`src/rtl/rf_sched_pkg.sv`:
```
// Shared widths and types for the register-file writeback scheduler.
package rf_sched_pkg;

    localparam int unsigned XLEN      = 32;
    localparam int unsigned REG_IDX_W = 5;
    localparam int unsigned NUM_REGS  = 32;

    typedef logic [REG_IDX_W-1:0] reg_idx_t;
    typedef logic [NUM_REGS-1:0]  busy_vec_t;

endpackage

```
`src/rtl/rf_wb_scheduler_if.sv`:
```
// Issue, writeback and register-file write signals of the writeback scheduler.
interface rf_wb_scheduler_if;
    import rf_sched_pkg::*;

    logic             issue_valid;
    reg_idx_t         issue_rs1_idx;
    reg_idx_t         issue_rs2_idx;
    logic             issue_uses_rs1;
    logic             issue_uses_rs2;
    reg_idx_t         issue_rd_idx;
    logic             issue_long;
    logic             issue_stall;

    logic             pipe_wb_valid;
    reg_idx_t         pipe_wb_rd;
    logic [XLEN-1:0]  pipe_wb_data;

    logic             lu_wb_valid;
    reg_idx_t         lu_wb_rd;
    logic [XLEN-1:0]  lu_wb_data;
    logic             lu_wb_ready;

    logic             rf_wen;
    reg_idx_t         rf_rd_idx;
    logic [XLEN-1:0]  rf_wdata;

    modport master (
        output issue_valid, issue_rs1_idx, issue_rs2_idx, issue_uses_rs1, issue_uses_rs2,
               issue_rd_idx, issue_long,
               pipe_wb_valid, pipe_wb_rd, pipe_wb_data,
               lu_wb_valid, lu_wb_rd, lu_wb_data,
        input  issue_stall, lu_wb_ready, rf_wen, rf_rd_idx, rf_wdata
    );

    modport slave (
        input  issue_valid, issue_rs1_idx, issue_rs2_idx, issue_uses_rs1, issue_uses_rs2,
               issue_rd_idx, issue_long,
               pipe_wb_valid, pipe_wb_rd, pipe_wb_data,
               lu_wb_valid, lu_wb_rd, lu_wb_data,
        output issue_stall, lu_wb_ready, rf_wen, rf_rd_idx, rf_wdata
    );

endinterface

```
`src/rtl/rf_wb_arb.sv`:
```
// RF write-port mux (pipe has fixed priority) plus LU starvation counter and issue throttle.
// Optional RF_SCHED_PERF_EN adds the throttle_rise pulse used by the perf counters.
module rf_wb_arb
    import rf_sched_pkg::*;
#(
    parameter int unsigned STARVE_LIMIT = 8
) (
    input  logic            ACLK,
    input  logic            ARESETn,
    input  logic            pipe_wb_valid,
    input  reg_idx_t        pipe_wb_rd,
    input  logic [XLEN-1:0] pipe_wb_data,
    input  logic            lu_wb_valid,
    input  reg_idx_t        lu_wb_rd,
    input  logic [XLEN-1:0] lu_wb_data,
    output logic            lu_wb_ready,
    output logic            rf_wen,
    output reg_idx_t        rf_rd_idx,
    output logic [XLEN-1:0] rf_wdata,
    output logic            throttle
`ifdef RF_SCHED_PERF_EN
    ,
    output logic            throttle_rise
`endif
);

    localparam int unsigned STARVE_W = $clog2(STARVE_LIMIT + 1);

    logic                pipe_occ;
    logic                refused;
    logic                commit;
    logic                throttle_set;
    logic [STARVE_W-1:0] starve_q;

    // Port mux: a pipe write to x0 is not an occupant, so the LU may use that cycle.
    always_comb begin
        rf_wen    = 1'b0;
        rf_rd_idx = '0;
        rf_wdata  = '0;
        pipe_occ  = pipe_wb_valid & (pipe_wb_rd != '0);
        if (pipe_occ) begin
            rf_wen    = 1'b1;
            rf_rd_idx = pipe_wb_rd;
            rf_wdata  = pipe_wb_data;
        end else if (lu_wb_valid) begin
            rf_wen    = (lu_wb_rd != '0);
            rf_rd_idx = lu_wb_rd;
            rf_wdata  = lu_wb_data;
        end
    end

    assign lu_wb_ready  = ~pipe_occ;
    assign refused      = lu_wb_valid & pipe_occ;
    assign commit       = lu_wb_valid & ~pipe_occ;
    // Throttle lands on the same edge the starve count reaches the limit.
    assign throttle_set = refused & (starve_q == STARVE_W'(STARVE_LIMIT - 1));

    always_ff @(posedge ACLK) begin
        if (!ARESETn) begin
            starve_q <= '0;
            throttle <= 1'b0;
        end else begin
            if (!refused)
                starve_q <= '0;
            else if (starve_q != STARVE_W'(STARVE_LIMIT))
                starve_q <= starve_q + STARVE_W'(1);

            if (commit)
                throttle <= 1'b0;
            else if (throttle_set)
                throttle <= 1'b1;
        end
    end

`ifdef RF_SCHED_PERF_EN
    assign throttle_rise = throttle_set & ~throttle;
`endif

endmodule

```
`src/rtl/rf_wb_scheduler.sv`:
```
// RF write-port scheduler and long-latency scoreboard for the single-write-port register file.
// Optional feature: define RF_SCHED_PERF_EN for stall-cycle and starve-event counters.
module rf_wb_scheduler
    import rf_sched_pkg::*;
#(
    parameter int unsigned MAX_OUTSTANDING = 4,
    parameter int unsigned STARVE_LIMIT    = 8
) (
    input  logic              ACLK,
    input  logic              ARESETn,
    rf_wb_scheduler_if.slave  bus,
    output busy_vec_t         busy_vec
`ifdef RF_SCHED_PERF_EN
    ,
    output logic [31:0]       perf_stall_cycles,
    output logic [31:0]       perf_starve_events
`endif
);

    localparam int unsigned CNT_W = $clog2(MAX_OUTSTANDING + 1);

    busy_vec_t   busy_q;
    busy_vec_t   busy_set;
    busy_vec_t   busy_clr;
    logic [CNT_W-1:0] outst_q;
    logic        throttle;
    logic        lu_commit;
    logic        outst_full;
    logic        haz;
    logic        accept;
`ifdef RF_SCHED_PERF_EN
    logic        throttle_rise;
`endif

    rf_wb_arb #(
        .STARVE_LIMIT (STARVE_LIMIT)
    ) u_arb (
        .ACLK          (ACLK),
        .ARESETn       (ARESETn),
        .pipe_wb_valid (bus.pipe_wb_valid),
        .pipe_wb_rd    (bus.pipe_wb_rd),
        .pipe_wb_data  (bus.pipe_wb_data),
        .lu_wb_valid   (bus.lu_wb_valid),
        .lu_wb_rd      (bus.lu_wb_rd),
        .lu_wb_data    (bus.lu_wb_data),
        .lu_wb_ready   (bus.lu_wb_ready),
        .rf_wen        (bus.rf_wen),
        .rf_rd_idx     (bus.rf_rd_idx),
        .rf_wdata      (bus.rf_wdata),
        .throttle      (throttle)
`ifdef RF_SCHED_PERF_EN
        ,
        .throttle_rise (throttle_rise)
`endif
    );

    assign lu_commit  = bus.lu_wb_valid & bus.lu_wb_ready;
    assign outst_full = (outst_q == CNT_W'(MAX_OUTSTANDING));

    // Hazards use the registered scoreboard, so a same-cycle commit does not release a reader.
    always_comb begin
        haz = (bus.issue_uses_rs1 & busy_q[bus.issue_rs1_idx])
            | (bus.issue_uses_rs2 & busy_q[bus.issue_rs2_idx])
            | busy_q[bus.issue_rd_idx]
            | (bus.issue_long & outst_full)
            | throttle;
        accept   = bus.issue_valid & ~haz & bus.issue_long;
        busy_set = '0;
        busy_clr = '0;
        if (accept && (bus.issue_rd_idx != '0))
            busy_set = busy_vec_t'(1) << bus.issue_rd_idx;
        if (lu_commit && (bus.lu_wb_rd != '0))
            busy_clr = busy_vec_t'(1) << bus.lu_wb_rd;
    end

    assign bus.issue_stall = bus.issue_valid & haz;
    assign busy_vec        = busy_q;

    always_ff @(posedge ACLK) begin
        if (!ARESETn) begin
            busy_q  <= '0;
            outst_q <= '0;
        end else begin
            busy_q <= (busy_q & ~busy_clr) | busy_set;
            case ({accept, lu_commit})
                2'b10:   outst_q <= outst_q + CNT_W'(1);
                2'b01:   outst_q <= outst_q - CNT_W'(1);
                default: outst_q <= outst_q;
            endcase
        end
    end

    // Protocol checks on the outstanding counter.
    always_ff @(posedge ACLK) begin
        if (ARESETn) begin
            assert (!(lu_commit && (outst_q == '0)))
                else $error("rf_wb_scheduler: LU commit with no outstanding op");
            assert (!(accept && !lu_commit && outst_full))
                else $error("rf_wb_scheduler: outstanding count overflow");
        end
    end

`ifdef RF_SCHED_PERF_EN
    logic [31:0] stall_cnt_q;
    logic [31:0] starve_ev_q;

    always_ff @(posedge ACLK) begin
        if (!ARESETn) begin
            stall_cnt_q <= '0;
            starve_ev_q <= '0;
        end else begin
            if (bus.issue_stall && (stall_cnt_q != '1))
                stall_cnt_q <= stall_cnt_q + 32'd1;
            if (throttle_rise && (starve_ev_q != '1))
                starve_ev_q <= starve_ev_q + 32'd1;
        end
    end

    assign perf_stall_cycles  = stall_cnt_q;
    assign perf_starve_events = starve_ev_q;
`endif

endmodule
```
`src/flat_wrapper.sv`:
```
// flat-port wrapper written by rule: the top's interface ports become plain ports
module rf_wb_scheduler_flat import rf_sched_pkg::*;
#(
    parameter int unsigned MAX_OUTSTANDING = 4,
    parameter int unsigned STARVE_LIMIT    = 8
)
  (ACLK, ARESETn, busy_vec, bus_issue_valid, bus_issue_rs1_idx, bus_issue_rs2_idx, bus_issue_uses_rs1, bus_issue_uses_rs2, bus_issue_rd_idx, bus_issue_long, bus_pipe_wb_valid, bus_pipe_wb_rd, bus_pipe_wb_data, bus_lu_wb_valid, bus_lu_wb_rd, bus_lu_wb_data, bus_issue_stall, bus_lu_wb_ready, bus_rf_wen, bus_rf_rd_idx, bus_rf_wdata);
  rf_wb_scheduler_if bus_i ();
  input  logic ACLK;
  input  logic ARESETn;
  output busy_vec_t busy_vec;
  input wire logic [$bits(bus_i.issue_valid)-1:0] bus_issue_valid;
  input wire logic [$bits(bus_i.issue_rs1_idx)-1:0] bus_issue_rs1_idx;
  input wire logic [$bits(bus_i.issue_rs2_idx)-1:0] bus_issue_rs2_idx;
  input wire logic [$bits(bus_i.issue_uses_rs1)-1:0] bus_issue_uses_rs1;
  input wire logic [$bits(bus_i.issue_uses_rs2)-1:0] bus_issue_uses_rs2;
  input wire logic [$bits(bus_i.issue_rd_idx)-1:0] bus_issue_rd_idx;
  input wire logic [$bits(bus_i.issue_long)-1:0] bus_issue_long;
  input wire logic [$bits(bus_i.pipe_wb_valid)-1:0] bus_pipe_wb_valid;
  input wire logic [$bits(bus_i.pipe_wb_rd)-1:0] bus_pipe_wb_rd;
  input wire logic [$bits(bus_i.pipe_wb_data)-1:0] bus_pipe_wb_data;
  input wire logic [$bits(bus_i.lu_wb_valid)-1:0] bus_lu_wb_valid;
  input wire logic [$bits(bus_i.lu_wb_rd)-1:0] bus_lu_wb_rd;
  input wire logic [$bits(bus_i.lu_wb_data)-1:0] bus_lu_wb_data;
  output wire logic [$bits(bus_i.issue_stall)-1:0] bus_issue_stall;
  output wire logic [$bits(bus_i.lu_wb_ready)-1:0] bus_lu_wb_ready;
  output wire logic [$bits(bus_i.rf_wen)-1:0] bus_rf_wen;
  output wire logic [$bits(bus_i.rf_rd_idx)-1:0] bus_rf_rd_idx;
  output wire logic [$bits(bus_i.rf_wdata)-1:0] bus_rf_wdata;
  assign bus_i.issue_valid = bus_issue_valid;
  assign bus_i.issue_rs1_idx = bus_issue_rs1_idx;
  assign bus_i.issue_rs2_idx = bus_issue_rs2_idx;
  assign bus_i.issue_uses_rs1 = bus_issue_uses_rs1;
  assign bus_i.issue_uses_rs2 = bus_issue_uses_rs2;
  assign bus_i.issue_rd_idx = bus_issue_rd_idx;
  assign bus_i.issue_long = bus_issue_long;
  assign bus_i.pipe_wb_valid = bus_pipe_wb_valid;
  assign bus_i.pipe_wb_rd = bus_pipe_wb_rd;
  assign bus_i.pipe_wb_data = bus_pipe_wb_data;
  assign bus_i.lu_wb_valid = bus_lu_wb_valid;
  assign bus_i.lu_wb_rd = bus_lu_wb_rd;
  assign bus_i.lu_wb_data = bus_lu_wb_data;
  assign bus_issue_stall = bus_i.issue_stall;
  assign bus_lu_wb_ready = bus_i.lu_wb_ready;
  assign bus_rf_wen = bus_i.rf_wen;
  assign bus_rf_rd_idx = bus_i.rf_rd_idx;
  assign bus_rf_wdata = bus_i.rf_wdata;
  rf_wb_scheduler #(.MAX_OUTSTANDING(MAX_OUTSTANDING), .STARVE_LIMIT(STARVE_LIMIT)) u_core (.ACLK(ACLK), .ARESETn(ARESETn), .bus(bus_i), .busy_vec(busy_vec));
endmodule
```
`config.mk`:
```
export PLATFORM = sky130hd
export DESIGN_NAME = rf_wb_scheduler_flat
export DESIGN_NICKNAME = d
export VERILOG_FILES = /design/src/rtl/rf_sched_pkg.sv /design/src/rtl/rf_wb_scheduler_if.sv /design/src/rtl/rf_wb_arb.sv /design/src/rtl/rf_wb_scheduler.sv /design/src/flat_wrapper.sv
export SDC_FILE = /design/constraint.sdc
export NUM_CORES = 1
export LEC_CHECK = 0
export ABC_AREA = 1
export CAP_MARGIN = 10
export CORE_MARGIN = 4
export CORE_UTILIZATION = 41
export CTS_CLUSTER_DIAMETER = 200
export DETAILED_ROUTE_END_ITERATION = 8
export GPL_ROUTABILITY_DRIVEN = 0
export PLACE_DENSITY = 0.82
export REMOVE_ABC_BUFFERS = 1
export SLEW_MARGIN = 40
export SYNTH_ARGS = -nofsm -noshare
export SYNTH_HDL_FRONTEND = slang
export SYNTH_SLANG_ARGS = --single-unit
```
`constraint.sdc`:
```
create_clock -name ACLK -period 3.2 [get_ports ACLK]
set_clock_uncertainty 0.05 [all_clocks]
set_input_delay 0.8 -clock ACLK [delete_from_list [all_inputs] [get_ports ACLK]]
set_output_delay 0.8 -clock ACLK [all_outputs]
set_load 0.02 [all_outputs]
```
### Word level (Yosys, flattened, before mapping)

Cells that the tools add are included.

| word-level totals | value |
|---|---|
| register bits | 40 |
| output and inout bits | 72 |
| logic and storage cells | 60 |

| operators by class | value |
|---|---|
| $add $sub $neg | 3 |
| magnitude comparators | 3 |
| equality and inequality tests | 5 |
| shift operators | 2 |
| multiplexer cells | 15 |
| bitwise logic cells | 20 |
| reduce and logical (&&, ||, !) cells | 8 |

Operators with widths:

| cell | number |
|---|---|
| 32-bit two-way mux | 4 |
| 1-bit by 5-bit left shift with 32-bit output, first input constant | 2 |
| 32-bit AND | 1 |
| 32-bit inverter | 1 |
| 32-bit OR | 1 |
| 5-bit by 6-bit < comparator with 1-bit output, second input constant | 3 |
| 1-bit binary-select mux with 5-bit select | 3 |
| 5-bit nonzero test | 3 |
| 1-bit AND | 10 |
| 5-bit two-way mux | 2 |
| 3-bit case mux with 2 select lines | 1 |
| 1-bit two-way mux | 5 |
| 4-bit by 1-bit adder with 4-bit output, second input constant | 1 |
| 4-bit by 3-bit equality test with 1-bit output, second input constant | 1 |
| 4-bit != test, second input constant | 1 |
| 1-bit OR | 4 |
| 3-bit by 1-bit adder with 3-bit output, second input constant | 1 |
| 3-bit equality test, second input constant | 1 |
| 1-bit inverter | 3 |
| 3-bit by 1-bit subtractor with 3-bit output, second input constant | 1 |
| 2-bit by 1-bit equality test with 1-bit output, second input constant | 1 |
| 2-bit equality test, second input constant | 1 |
| 1-bit logical AND | 2 |
| 2-bit AND reduction | 1 |
| 2 further kinds | 2 |

### Depth between registers and ports, before layout

Gate-level depths: netlist (run 1).

| logic depth | value |
|---|---|
| depth in word-level cells | 13 |
| depth in mapped cells | 22 |
| depth with buffers taken out | 20 |

### Cells and area by module

From an unflattened synthesis (run 1), not the netlist that was laid out.

| second synthesis, totals | value |
|---|---|
| cell total of the unflattened synthesis | 617 |
| area total of the unflattened synthesis | 3584.7 sq um |

By module, submodules not included:

| module | times used | cells an instance | area an instance (sq um) | sequential area each (sq um) |
|---|---|---|---|---|
| rf_wb_scheduler | 1 | 456 | 2677.6 | 700.7 |
| rf_wb_arb | 1 | 161 | 907.1 | 100.1 |

### Least setup slack after synthesis (run 1)

No wires, ideal clock.

| timing path | value |
|---|---|
| path type | input to register |
| start | input port bus_pipe_wb_rd[3] |
| end | register u_core.outst_q[2] |
| data arrival time | 2900 ps |
| data required time | 3028 ps |
| slack | 127 ps |
| stages | 13 |
| path buffers | 1 |
| cells stage by stage | nor3_1 -> nand3_1 -> nand2_1 -> inv_2 -> nor2_4 -> buf_1 -> ha_1 -> inv_1 -> fa_1 -> a21oi_1 -> o21ai_0 -> o21ai_0 -> a21oi_1 |

| on the way | value |
|---|---|
| word-level cells in the longest chain between the ends | 6 |
| elaborated cells on any way between the ends | 8 |

Ends and longest elaborated chain:

| what | line | text |
|---|---|---|
| start: declaration | flat_wrapper.sv:20 | `input wire logic [$bits(bus_i.pipe_wb_rd)-1:0] bus_pipe_wb_rd;` |
| 5-bit nonzero test (*) | rf_wb_arb.sv:40 | `pipe_occ = pipe_wb_valid & (pipe_wb_rd != '0);` |
| 1-bit AND (*) | rf_wb_arb.sv:40 |  |
| 1-bit inverter (*) | rf_wb_arb.sv:52 | `assign lu_wb_ready = ~pipe_occ;` |
| net bus_lu_wb_ready | flat_wrapper.sv:26 | `output wire logic [$bits(bus_i.lu_wb_ready)-1:0] bus_lu_wb_ready;` |
| 1-bit AND (*) | rf_wb_scheduler.sv:57 | `assign lu_commit = bus.lu_wb_valid & bus.lu_wb_ready;` |
| 2-bit by 1-bit equality test with 1-bit output or 2-bit equality test (tied branches) | rf_wb_scheduler.sv:85 | `case ({accept, lu_commit})` |
| 3-bit case mux with 2 select lines or 2-bit nonzero test (tied branches) | -- |  |
| end signal: assignment | rf_wb_scheduler.sv:86 | `2'b10: outst_q <= outst_q + CNT_W'(1);` |
| end signal: assignment | rf_wb_scheduler.sv:87 | `2'b01: outst_q <= outst_q - CNT_W'(1);` |
| end signal: assignment | rf_wb_scheduler.sv:88 | `default: outst_q <= outst_q;` |
| end: declaration | rf_wb_scheduler.sv:25 | `logic [CNT_W-1:0] outst_q;` |

The timed path passes the listed nets; every way through them passes the cells marked *.
A chain may end at the register's enable or synchronous reset.

### Final worst setup path (run 1)

| timing path | value |
|---|---|
| start | input port bus_pipe_wb_rd[0] |
| end | output port bus_rf_wdata[3] |

| on the way | value |
|---|---|
| word-level cells in the longest chain between the ends | 3 |

Ends and longest elaborated chain:

| what | line | text |
|---|---|---|
| 5-bit nonzero test | rf_wb_arb.sv:40 |  |
| 1-bit AND | rf_wb_arb.sv:40 |  |
| 32-bit two-way mux | rf_wb_arb.sv:41 | `if (pipe_occ) begin` |
| end: declaration | flat_wrapper.sv:29 | `output wire logic [$bits(bus_i.rf_wdata)-1:0] bus_rf_wdata;` |

Every way passes these cells.

==> reports/qor.txt, run 1 <==
clock latency on the worst-skew pair: 0.30 ns
Crit. End Element: primary output
vias in the first global route: 4579
top cells by count, synth: nand2_1 (144), nand3_1 (102), a21oi_1 (41), dfxtp_1 (40), a22o_1 (32)
post-synthesis xor/xnor area fraction: 0.515%
CTS max path bufs: 2
Net Sw Frac: 32.5%
YS warnings: 0
Top FF cell, synth: dfxtp_1
max-slew violations: 0
antenna violations before repair: 0
wirelength, routed: 14900 um
nets@finish: 831
pin count of the biggest net entering global routing: 33
DRT iter0 DRCs: 667
Yosys cell types: 34
Post-DP HPWL: 11200 um
Final Critical Period: 3.11 ns
Initial Utilization: 43.1%
WP data required: 2.35 ns
synthesized area: 3400 um^2
Avg Inst Size Synth: 6.31 um^2
DR vias/cell: 5.82
adder-cell share of the synthesized area: 1.69%
sequential share of power: 34.0%
CTS Sinks: 40
Pwr Density: 272 nW/um^2
Reg2Reg Depth: 19
Hold Path End: u_core.outst_q[2]
Congestion Overflow GR: 0
vias: 4848
Max-slew headroom: 59.9%
core area: 7890 um^2
die height: 99.1 um
I/O Pins: 169
H-Tree Depth: 2
FP Rows: 32
Gate power share: 37.0%
EDFF count, synth: 0
reg2reg start: u_core.busy_vec[8]
largest delay contributor family on the critical path: buffers and inverters
static leakage: 0.00227 uW
Ant. Diodes: 0
count of endpoints failing setup in the final report: 0
Clock power frac: 29.0%
worst-path cell chain: clkdlybuf4s50_1 -> inv_1 -> nand3_1 -> nand2_2 -> inv_2 -> nor2_4 -> buf_4 -> buf_12 -> a22o_1 -> buf_6
routed len/inst: 17.9 um
top-count cell post-synth: nand2_1
first-pass GRT wire length: 23200 um
fin crit share: 97.3%
internal reg-to-reg setup slack: 0.54 ns
post-synthesis sequential area ratio: 23.5%
max frequency: 0.321 GHz
synthesized instance count: 539
Hold Crit Start: u_core.outst_q[2]
Util after Layout: 69.9%
Worst Tran Pin Value: 0.601 ns
total power draw: 1500 uW
Int Pwr: 1010 uW
CTS tree: built
GRT Overall Usage: 28.8%
Data arrival, critical path: 2.26 ns
unrepaired setup endpoints after global routing: false
Synth Area in Compound Gates: 22.1%
largest family of logic cells by synthesized area: simple AND/OR/NAND/NOR gates
mux cell area share after synthesis: 0%
worst-path maximum fanout: 16
number of port buffers: 168
slowest stage delay, CP: 0.45 ns
DRC: 0
top-area cell type share of the netlist area: 23.5%
cell taking the most area after synthesis: dfxtp_1
hold path cells: 2
kind of critical path: input pin to primary output
max capacitance violation total: 0
CP bufs+invs: 6
layout cells sized above 1: 17.2%
simple logic cell fraction of the synthesized area: 39.6%
FF-to-FF End: u_core.outst_q[2]
synthesized flop and latch total: 40
slowest library cell on the worst path: clkdlybuf4s50_1
Die Footprint: 9820 um^2
worst hold path class: flip-flop to flip-flop
clk slew on worst S/H paths: 0.08 ns
status: complete, no violations
drt pass-1 iters: 6
Die Wd: 99.1 um
peak supply drop: 0.185 mV
antenna viol nets, final: 0
ranking of synthesized cells by area: dfxtp_1 (24%), nand2_1 (16%), nand3_1 (15%)
area delta synth->final: 62.1%
fin cells: 833
startpoint type of the worst setup path: input pin
placed insts: 816
Post-synth ARST share: 0%
Sw Pwr: 487 uW
cts bufs inserted: 5
root buf cell: clkbuf_8
Hold Violations, Final: 0
hold_ws: 0.458 ns
[power groups by stage]
stage	combinational (uW)	sequential (uW)	clock (uW)
after floorplan	207	521	0
after global placement	532	521	0
after detailed placement	541	521	0
after CTS	540	509	436
after global routing	594	510	456
final	554	510	435
[per-layer routing]
metal	vias to the layer above	GRT usage [%]	wire, um
met1	2142	37.4	5620
li1	2273	-	-
met4	0	9.56	466
met5	-	0	0
met2	368	47.9	7150
met3	65	5.75	1690
[cell usage in the layout (no fill, tap or decap), types with 5 or more instances in the layout]
cell type / instances
clkbuf_2: 5
nand2_1: 143
dlygate4sd2_1: 5
nand3_1: 100
clkbuf_8: 5
nor3_1: 17
a22o_1: 32
buf_4: 70
clkdlybuf4s50_1: 116
o31ai_1: 16
buf_2: 9
dlymetal6s2s_1: 5
nor2_1: 7
nand4_1: 18
inv_2: 5
o21ai_0: 21
inv_1: 29
dfxtp_1: 40
a21oi_1: 39
[cell type report]
type | count | area, um^2
timing repair buffer | 223 | 2090
clock buffer | 5 | 68.8
clock inverter | 3 | 46.3
inverter | 39 | 161
sequential | 40 | 801
tap | 102 | 128
fill | 683 | 2370
multi-input combinational | 421 | 2210
[through the flow]
stage               worst slack (ns)  setup TNS (ns)  area, um^2
floorplan                     -0.380           -1.94        3130
global placement              -0.687          -15.88        5340
detailed placement            -0.671          -17.11        5340
CTS                           0.0429               0        5470
global route                  0.0169               0        5510
finish                        0.0862               0        5510
[worst max-delay path by stage]
stage,startpoint,to,slack (ns),cells past startpoint
floorplan,bus_pipe_wb_rd[3],bus_rf_rd_idx[2],-0.38,7
global placement,bus_issue_rd_idx[1],bus_issue_stall,-0.69,14
detailed placement,bus_issue_rd_idx[1],bus_issue_stall,-0.67,14
CTS,bus_issue_rd_idx[0],bus_issue_stall,0.04,15
global route,bus_pipe_wb_rd[0],bus_rf_wdata[20],0.02,10
finish,bus_pipe_wb_rd[0],bus_rf_wdata[3],0.09,10
[repair_timing]
item	CTS	global route
hold buffers	0	0
cloned	2	1
buffers inserted	6	0
gates resized for setup	189	26
pin swaps	4	6
endpoints found under the setup margin	41	41
[worst min-delay path, delay by kind of cell (launching register included)]
kind	cells	cell delay [ns]
buffers and inverters	1	0.08
DFF	1	0.32
AOI/OAI and AO/OA	1	0.06
[sequential cells by signal, summed over array words and instances, names as in the netlist]
signal                 count
u_core.outst_q             3
u_core.u_arb.starve_q      4
u_core.u_arb.throttle      1
u_core.busy_vec           32
[logic make-up after synthesis]
group           Yosys count
compound gates          117
fa+ha+maj                 4
flops                    40
buf+inv                  78
xor+xnor                  2
simple gates            298
No activity file was read; power rests on OpenSTA's default activity.
==> run 2: changes to the inputs <==
--- a/config.mk
+++ b/config.mk
@@ -7,9 +7,10 @@
 export LEC_CHECK = 0
 export ABC_AREA = 1
 export CAP_MARGIN = 10
-export CORE_MARGIN = 4
+export CORE_MARGIN = 8
 export CORE_UTILIZATION = 41
 export CTS_CLUSTER_DIAMETER = 200
+export CTS_CLUSTER_SIZE = 25
 export DETAILED_ROUTE_END_ITERATION = 8
 export GPL_ROUTABILITY_DRIVEN = 0
 export PLACE_DENSITY = 0.82
==> constraint.sdc (replaced) <==
create_clock -name ACLK -period 2.9 [get_ports ACLK]
set_clock_uncertainty 0.05 [all_clocks]
set_input_delay 0.725 -clock ACLK [delete_from_list [all_inputs] [get_ports ACLK]]
set_output_delay 0.725 -clock ACLK [all_outputs]
set_load 0.02 [all_outputs]
==> reports/qor.txt, run 2 (synthesis gave the netlist of run 1 again) <==
Post-DP HPWL: 12400 um (was 11200 um)
worst setup margin: 0.0388 ns (was 0.0862 ns)
internal reg-to-reg setup slack: 0.37 ns (was 0.54 ns)
FP Rows: 33 (was 32)
drt pass-1 iters: 6 (unchanged)
worst-path maximum fanout: 8 (was 16)
Clock power frac: 27.0% (was 29.0%)
CTS Sinks: 40 (unchanged)
pin count of the biggest net entering global routing: 35 (was 33)
Hold Crit Start: u_core.outst_q[2] (unchanged)
status: complete, no violations (unchanged)
antenna viol nets, final: 0 (unchanged)
fin crit share: 98.7%
Die Footprint: 11500 um^2 (was 9820 um^2)
worst-path cell chain: dlygate4sd2_1 -> nor3_2 -> nand3_1 -> nand2_2 -> inv_2 -> nor2_4 -> buf_12 -> buf_16 -> a22o_1 -> buf_4 (was clkdlybuf4s50_1 -> inv_1 -> nand3_1 -> nand2_2 -> inv_2 -> nor2_4 -> buf_4 -> buf_12 -> a22o_1 -> buf_6)
Data arrival, critical path: 2.09 ns (was 2.26 ns)
Hold Violations, Final: 0 (unchanged)
vias: 5024 (was 4848)
CTS max path bufs: 2 (unchanged)
worst hold path class: flip-flop to flip-flop (unchanged)
first-pass GRT wire length: 25200 um (was 23200 um)
count of endpoints failing setup in the final report: 0 (unchanged)
WP data required: 2.12 ns (was 2.35 ns)
Crit. End Element: primary output (unchanged)
Pwr Density: 295 nW/um^2 (was 272 nW/um^2)
area delta synth->final: 67.7% (was 62.1%)
reg2reg start: u_core.busy_vec[2] (was u_core.busy_vec[8])
GRT Overall Usage: 27.3% (was 28.8%)
cts bufs inserted: 5 (unchanged)
Initial Utilization: 41.8% (was 43.1%)
DR vias/cell: 5.97 (was 5.82)
Final Critical Period: 2.86 ns
clock latency on the worst-skew pair: 0.30 ns (about the same)
total power draw: 1680 uW (was 1500 uW)
Sw Pwr: 549 uW (was 487 uW)
static leakage: 0.00235 uW (was 0.00227 uW)
Die Wd: 107 um (was 99.1 um)
# fillers: 687 (was 683)
DRC: 0 (unchanged)
die height: 107 um (was 99.1 um)
I/O Pins: 169 (unchanged)
H-Tree Depth: 2 (unchanged)
vias in the first global route: 4935 (was 4579)
wirelength, routed: 17200 um (was 14900 um)
core area: 8130 um^2 (was 7890 um^2)
Max-slew headroom: 54.5% (was 59.9%)
DRT iter0 DRCs: 538 (was 667)
Congestion Overflow GR: 0 (unchanged)
setup_tns: 0 ns (unchanged)
max capacitance violation total: 0 (unchanged)
Net Sw Frac: 32.6% (was 32.5%)
max reg flops: 32 (unchanged)
Worst Tran Pin Value: 0.682 ns (was 0.601 ns)
most frequent cells in the layout: nand2_1 (138), clkdlybuf4s50_1 (112), nand3_1 (88), buf_4 (50), dfxtp_1 (40) (was nand2_1 (143), clkdlybuf4s50_1 (116), nand3_1 (100), buf_4 (70), dfxtp_1 (40))
CP bufs+invs: 5 (was 6)
peak supply drop: 0.254 mV (was 0.185 mV)
fin cells: 841 (was 833)
CTS tree: built (unchanged)
startpoint type of the worst setup path: input pin (unchanged)
nets@finish: 836 (was 831)
placed insts: 821 (was 816)
largest delay contributor family on the critical path: buffers and inverters (unchanged)
most common cell after layout, fill and taps aside: nand2_1 (unchanged)
max frequency: 0.350 GHz
unrepaired setup endpoints after global routing: true (was false)
slowest library cell on the worst path: dlygate4sd2_1 (was clkdlybuf4s50_1)
Int Pwr: 1130 uW (was 1010 uW)
max-slew violations: 0 (unchanged)
kind of critical path: input pin to primary output (unchanged)
slowest stage delay, CP: 0.25 ns (was 0.45 ns)
routed len/inst: 20.4 um (was 17.9 um)
root buf cell: clkbuf_8 (unchanged)
sequential share of power: 33.5% (was 34.0%)
Crit. Startpoint: bus_pipe_wb_rd[4] (was bus_pipe_wb_rd[0])
layout cells sized above 1: 22.4% (was 17.2%)
worst slack, placed: -0.790 ns (was -0.671 ns)
clk slew on worst S/H paths: 0.08 ns (about the same)
Gate power share: 39.6% (was 37.0%)
number of port buffers: 168 (unchanged)
antenna violations before repair: 0 (unchanged)
Ant. Diodes: 0 (unchanged)
hold_ws: 0.434 ns (was 0.458 ns)
[run 2: cell types whose count changed in the layout (fill, tap and decap cells not counted), sizes merged]
cell,previous run,this run
inv,38,37
buf,88,97
clkinv,2,3
clkinvlp,1,0
dlymetal6s2s,5,2
clkbuf,11,12
clkdlybuf4s50,116,112
clkdlybuf4s15,2,5
[run 2: area by class of cell]
type / count / area (um^2) / area share (%)
clock buffer: 6 / 72.6 / 1.27
clock inverter: 2 / 35.0 / 0.614
inverter: 39 / 169 / 2.96
multi-input combinational: 421 / 2350 / 41.2
sequential: 40 / 801 / 14.0
tap: 105 / 131 / 2.30
timing repair buffer: 228 / 2140 / 37.6
[run 2: power by group through the flow]
stage	Combinational (uW)	Sequential (uW)	Clock, uW
global route	702	563	481
CTS	602	562	457
global placement	599	575	0
floorplan	228	575	0
finish	666	563	453
detailed placement	611	575	0
[run 2: stage by stage]
step	utilization (%)	cell area, um^2
finish	70.2	5710
detailed placement	66.0	5370
global route	70.2	5710
CTS	67.3	5470
floorplan	-	3130
global placement	66.0	5370
[run 2: layer usage]
layer,GRT usage [%],routed length [um],vias up
li1,-,-,2276
met1,33.2,6300,2273
met2,43.0,8140,385
met3,8.34,1980,90
met4,12.6,760,0
met5,0,0,-
[run 2: repair_timing]
action,in CTS,in global routing
buffers inserted,6,2
setup endpoints to repair,45,40
gates resized for setup,192,71
pin swaps,4,24
hold buffers,0,0
gates cloned,3,2
[run 2: worst paths after layout]
path                                           to  cells after the start
worst max register to register  u_core.outst_q[2]                     18
worst max-delay path             bus_rf_wdata[13]                     10
worst min-delay path            u_core.outst_q[2]                      2
worst min register to register  u_core.outst_q[2]                      2
[run 2: worst min-delay path: stages (launching register included)]
cell     delay [ns]
dfxtp_1        0.31
inv_1          0.06
a21oi_1        0.06
==> run 3: changes to the inputs <==
--- a/config.mk
+++ b/config.mk
@@ -10,12 +10,14 @@
 export CORE_MARGIN = 8
 export CORE_UTILIZATION = 41
 export CTS_CLUSTER_DIAMETER = 200
-export CTS_CLUSTER_SIZE = 25
+export CTS_CLUSTER_SIZE = 16
 export DETAILED_ROUTE_END_ITERATION = 8
 export GPL_ROUTABILITY_DRIVEN = 0
+export GPL_TIMING_DRIVEN = 0
 export PLACE_DENSITY = 0.82
 export REMOVE_ABC_BUFFERS = 1
 export SLEW_MARGIN = 40
 export SYNTH_ARGS = -nofsm -noshare
 export SYNTH_HDL_FRONTEND = slang
 export SYNTH_SLANG_ARGS = --single-unit
+export TNS_END_PERCENT = 20
==> reports/qor.txt, run 3 (synthesis gave the netlist of run 1 again) <==
startpoint type of the worst setup path: input pin (unchanged)
max capacitance violation total: 0 (unchanged)
static leakage: 0.00212 uW (was 0.00235 uW)
GRT Overall Usage: 26.3% (was 27.3%)
FP Rows: 33 (unchanged)
Hold Crit Start: u_core.outst_q[2] (unchanged)
Initial Utilization: 41.8% (unchanged)
DRC: 0 (unchanged)
Hold Violations, Final: 0 (unchanged)
routed len/inst: 19.8 um (was 20.4 um)
drt pass-1 iters: 6 (unchanged)
Data arrival, critical path: 2.09 ns (about the same)
I/O Pins: 169 (unchanged)
CTS tree: built (unchanged)
Reg2Reg Depth: 17 (was 18)
vias in the first global route: 4694 (was 4935)
storage element area: 801 um^2 (unchanged)
Ant. Diodes: 0 (unchanged)
first-pass GRT wire length: 24600 um (was 25200 um)
Hold Path End: u_core.outst_q[2] (unchanged)
Max-slew headroom: 49.6% (was 54.5%)
CTS max path bufs: 2 (unchanged)
Crit. End Element: primary output (unchanged)
worst-path maximum fanout: 17 (was 8)
fin crit share: 98.8% (was 98.7%)
M2 GR Usage: 43.2% (was 43.0%)
kind of critical path: input pin to primary output (unchanged)
wirelength, routed: 16000 um (was 17200 um)
root buf cell: clkbuf_8 (unchanged)
antenna violations before repair: 0 (unchanged)
# fillers: 677 (was 687)
most frequent cells in the layout: nand2_1 (142), clkdlybuf4s50_1 (105), nand3_1 (100), dfxtp_1 (40), a21oi_1 (38) (was nand2_1 (138), clkdlybuf4s50_1 (112), nand3_1 (88), buf_4 (50), dfxtp_1 (40))
Worst Tran Pin Value: 0.755 ns (was 0.682 ns)
count of endpoints failing setup in the final report: 0 (unchanged)
core area: 8130 um^2 (unchanged)
DR vias/cell: 5.97 (about the same)
Pwr Density: 292 nW/um^2 (was 295 nW/um^2)
Congestion Overflow GR: 0 (unchanged)
layout cells sized above 1: 15.9% (was 22.4%)
worst hold path class: flip-flop to flip-flop (unchanged)
M1 GR Usage: 34.1% (was 33.2%)
reg2reg start: u_core.busy_vec[21] (was u_core.busy_vec[2])
Die Footprint: 11500 um^2 (unchanged)
unrepaired setup endpoints after global routing: true (unchanged)
internal reg-to-reg setup slack: 0.34 ns (was 0.37 ns)
number of port buffers: 168 (unchanged)
hold path cells: 2 (unchanged)
max reg flops: 32 (unchanged)
Final Instance Area: 5320 um^2 (was 5710 um^2)
clk slew on worst S/H paths: 0.09 ns (was 0.08 ns)
most common cell after layout, fill and taps aside: nand2_1 (unchanged)
nets@finish: 806 (was 836)
max-slew violations: 0 (unchanged)
Post-DP HPWL: 11400 um (was 12400 um)
cts bufs inserted: 5 (unchanged)
DRT iter0 DRCs: 667 (was 538)
die height: 107 um (unchanged)
CTS Sinks: 40 (unchanged)
H-Tree Depth: 2 (unchanged)
status: complete, no violations (unchanged)
met3 usage: 4.86% (was 8.34%)
antenna viol nets, final: 0 (unchanged)
FF-to-FF End: u_core.outst_q[2] (unchanged)
setup_tns: 0 ns (unchanged)
max frequency: 0.349 GHz (was 0.350 GHz)
peak supply drop: 0.168 mV (was 0.254 mV)
vias: 4839 (was 5024)
pin count of the biggest net entering global routing: 33 (was 35)
gr busiest metal: met2 (unchanged)
multi-input logic area: 2290 um^2 (was 2350 um^2)
DP Area: 4950 um^2 (was 5370 um^2)
WP data required: 2.12 ns (about the same)
Final Critical Period: 2.86 ns (about the same)
cts hold-fix bufs: 0 (unchanged)
area delta synth->final: 56.3% (was 67.7%)
clock latency on the worst-skew pair: 0.30 ns (about the same)
Die Wd: 107 um (unchanged)
-- run 3: area by class of cell --
class | instances | share of cell area [%]
repair inverters | 3 | 0.565
clock inverters | 2 | 0.188
multi-input cells | 423 | 43.0
inverters | 39 | 3.46
repair buffers | 193 | 33.7
well taps | 105 | 2.47
flip-flops and latches | 40 | 15.1
clock buffers | 6 | 1.55
-- run 3: how the worst max path moves through the flow --
stage	start	to	slack, ns	cells after the start
2_1_floorplan	bus_pipe_wb_rd[3]	bus_rf_rd_idx[2]	-0.53	7
3_3_place_gp	bus_pipe_wb_rd[3]	bus_rf_rd_idx[4]	-1.80	9
3_5_place_dp	bus_pipe_wb_rd[3]	bus_rf_rd_idx[4]	-1.81	9
4_1_cts	bus_issue_rs1_idx[1]	bus_issue_stall	-0.14	13
5_1_grt	bus_lu_wb_rd[4]	bus_rf_wen	-0.04	6
6_report	bus_lu_wb_rd[4]	bus_rf_wen	0.04	6
-- run 3: critical path, stage by stage --
cell and delay (ns):
clkdlybuf4s15_1 0.65, inv_1 0.09, nand4_1 0.13, nand2_1 0.07, nand2_1 0.07, dlygate4sd2_1 0.34
-- run 3: metal layers --
metal,wire (um),vias up
met5,0,-
li1,-,2215
met3,1710,36
met2,7930,340
met4,272,0
met1,6140,2248
-- run 3: timing repair --
item / 4_1_cts / 5_1_grt
setup buffers: 17 / 8
setup endpoints to repair: 74 / 41
cloned: 5 / 0
pin swaps: 7 / 8
gates resized for setup: 208 / 44
-- run 3: stage by stage --
step	hold WS [ns]	setup WS (ns)	util (%)	cells	total power [uW]
final	0.453	0.0353	65.4	811	1550
after detailed placement	0.433	-1.81	60.8	773	1120
after global routing	0.483	-0.0377	65.4	811	1610
after CTS	0.449	-0.141	63.7	803	1510
after floorplan	0.389	-0.530	-	500	803
after global placement	0.408	-1.80	60.8	773	1110
-- run 3: power breakdown --
part / switching [uW] / leakage [uW] / total, uW / internal [uW]
Sequential: 6.45 / 0.000323 / 562 / 556
Combinational: 332 / 0.00175 / 599 / 268
Clock: 203 / 0.0000510 / 393 / 190
Total: 541 / 0.00212 / 1550 / 1010
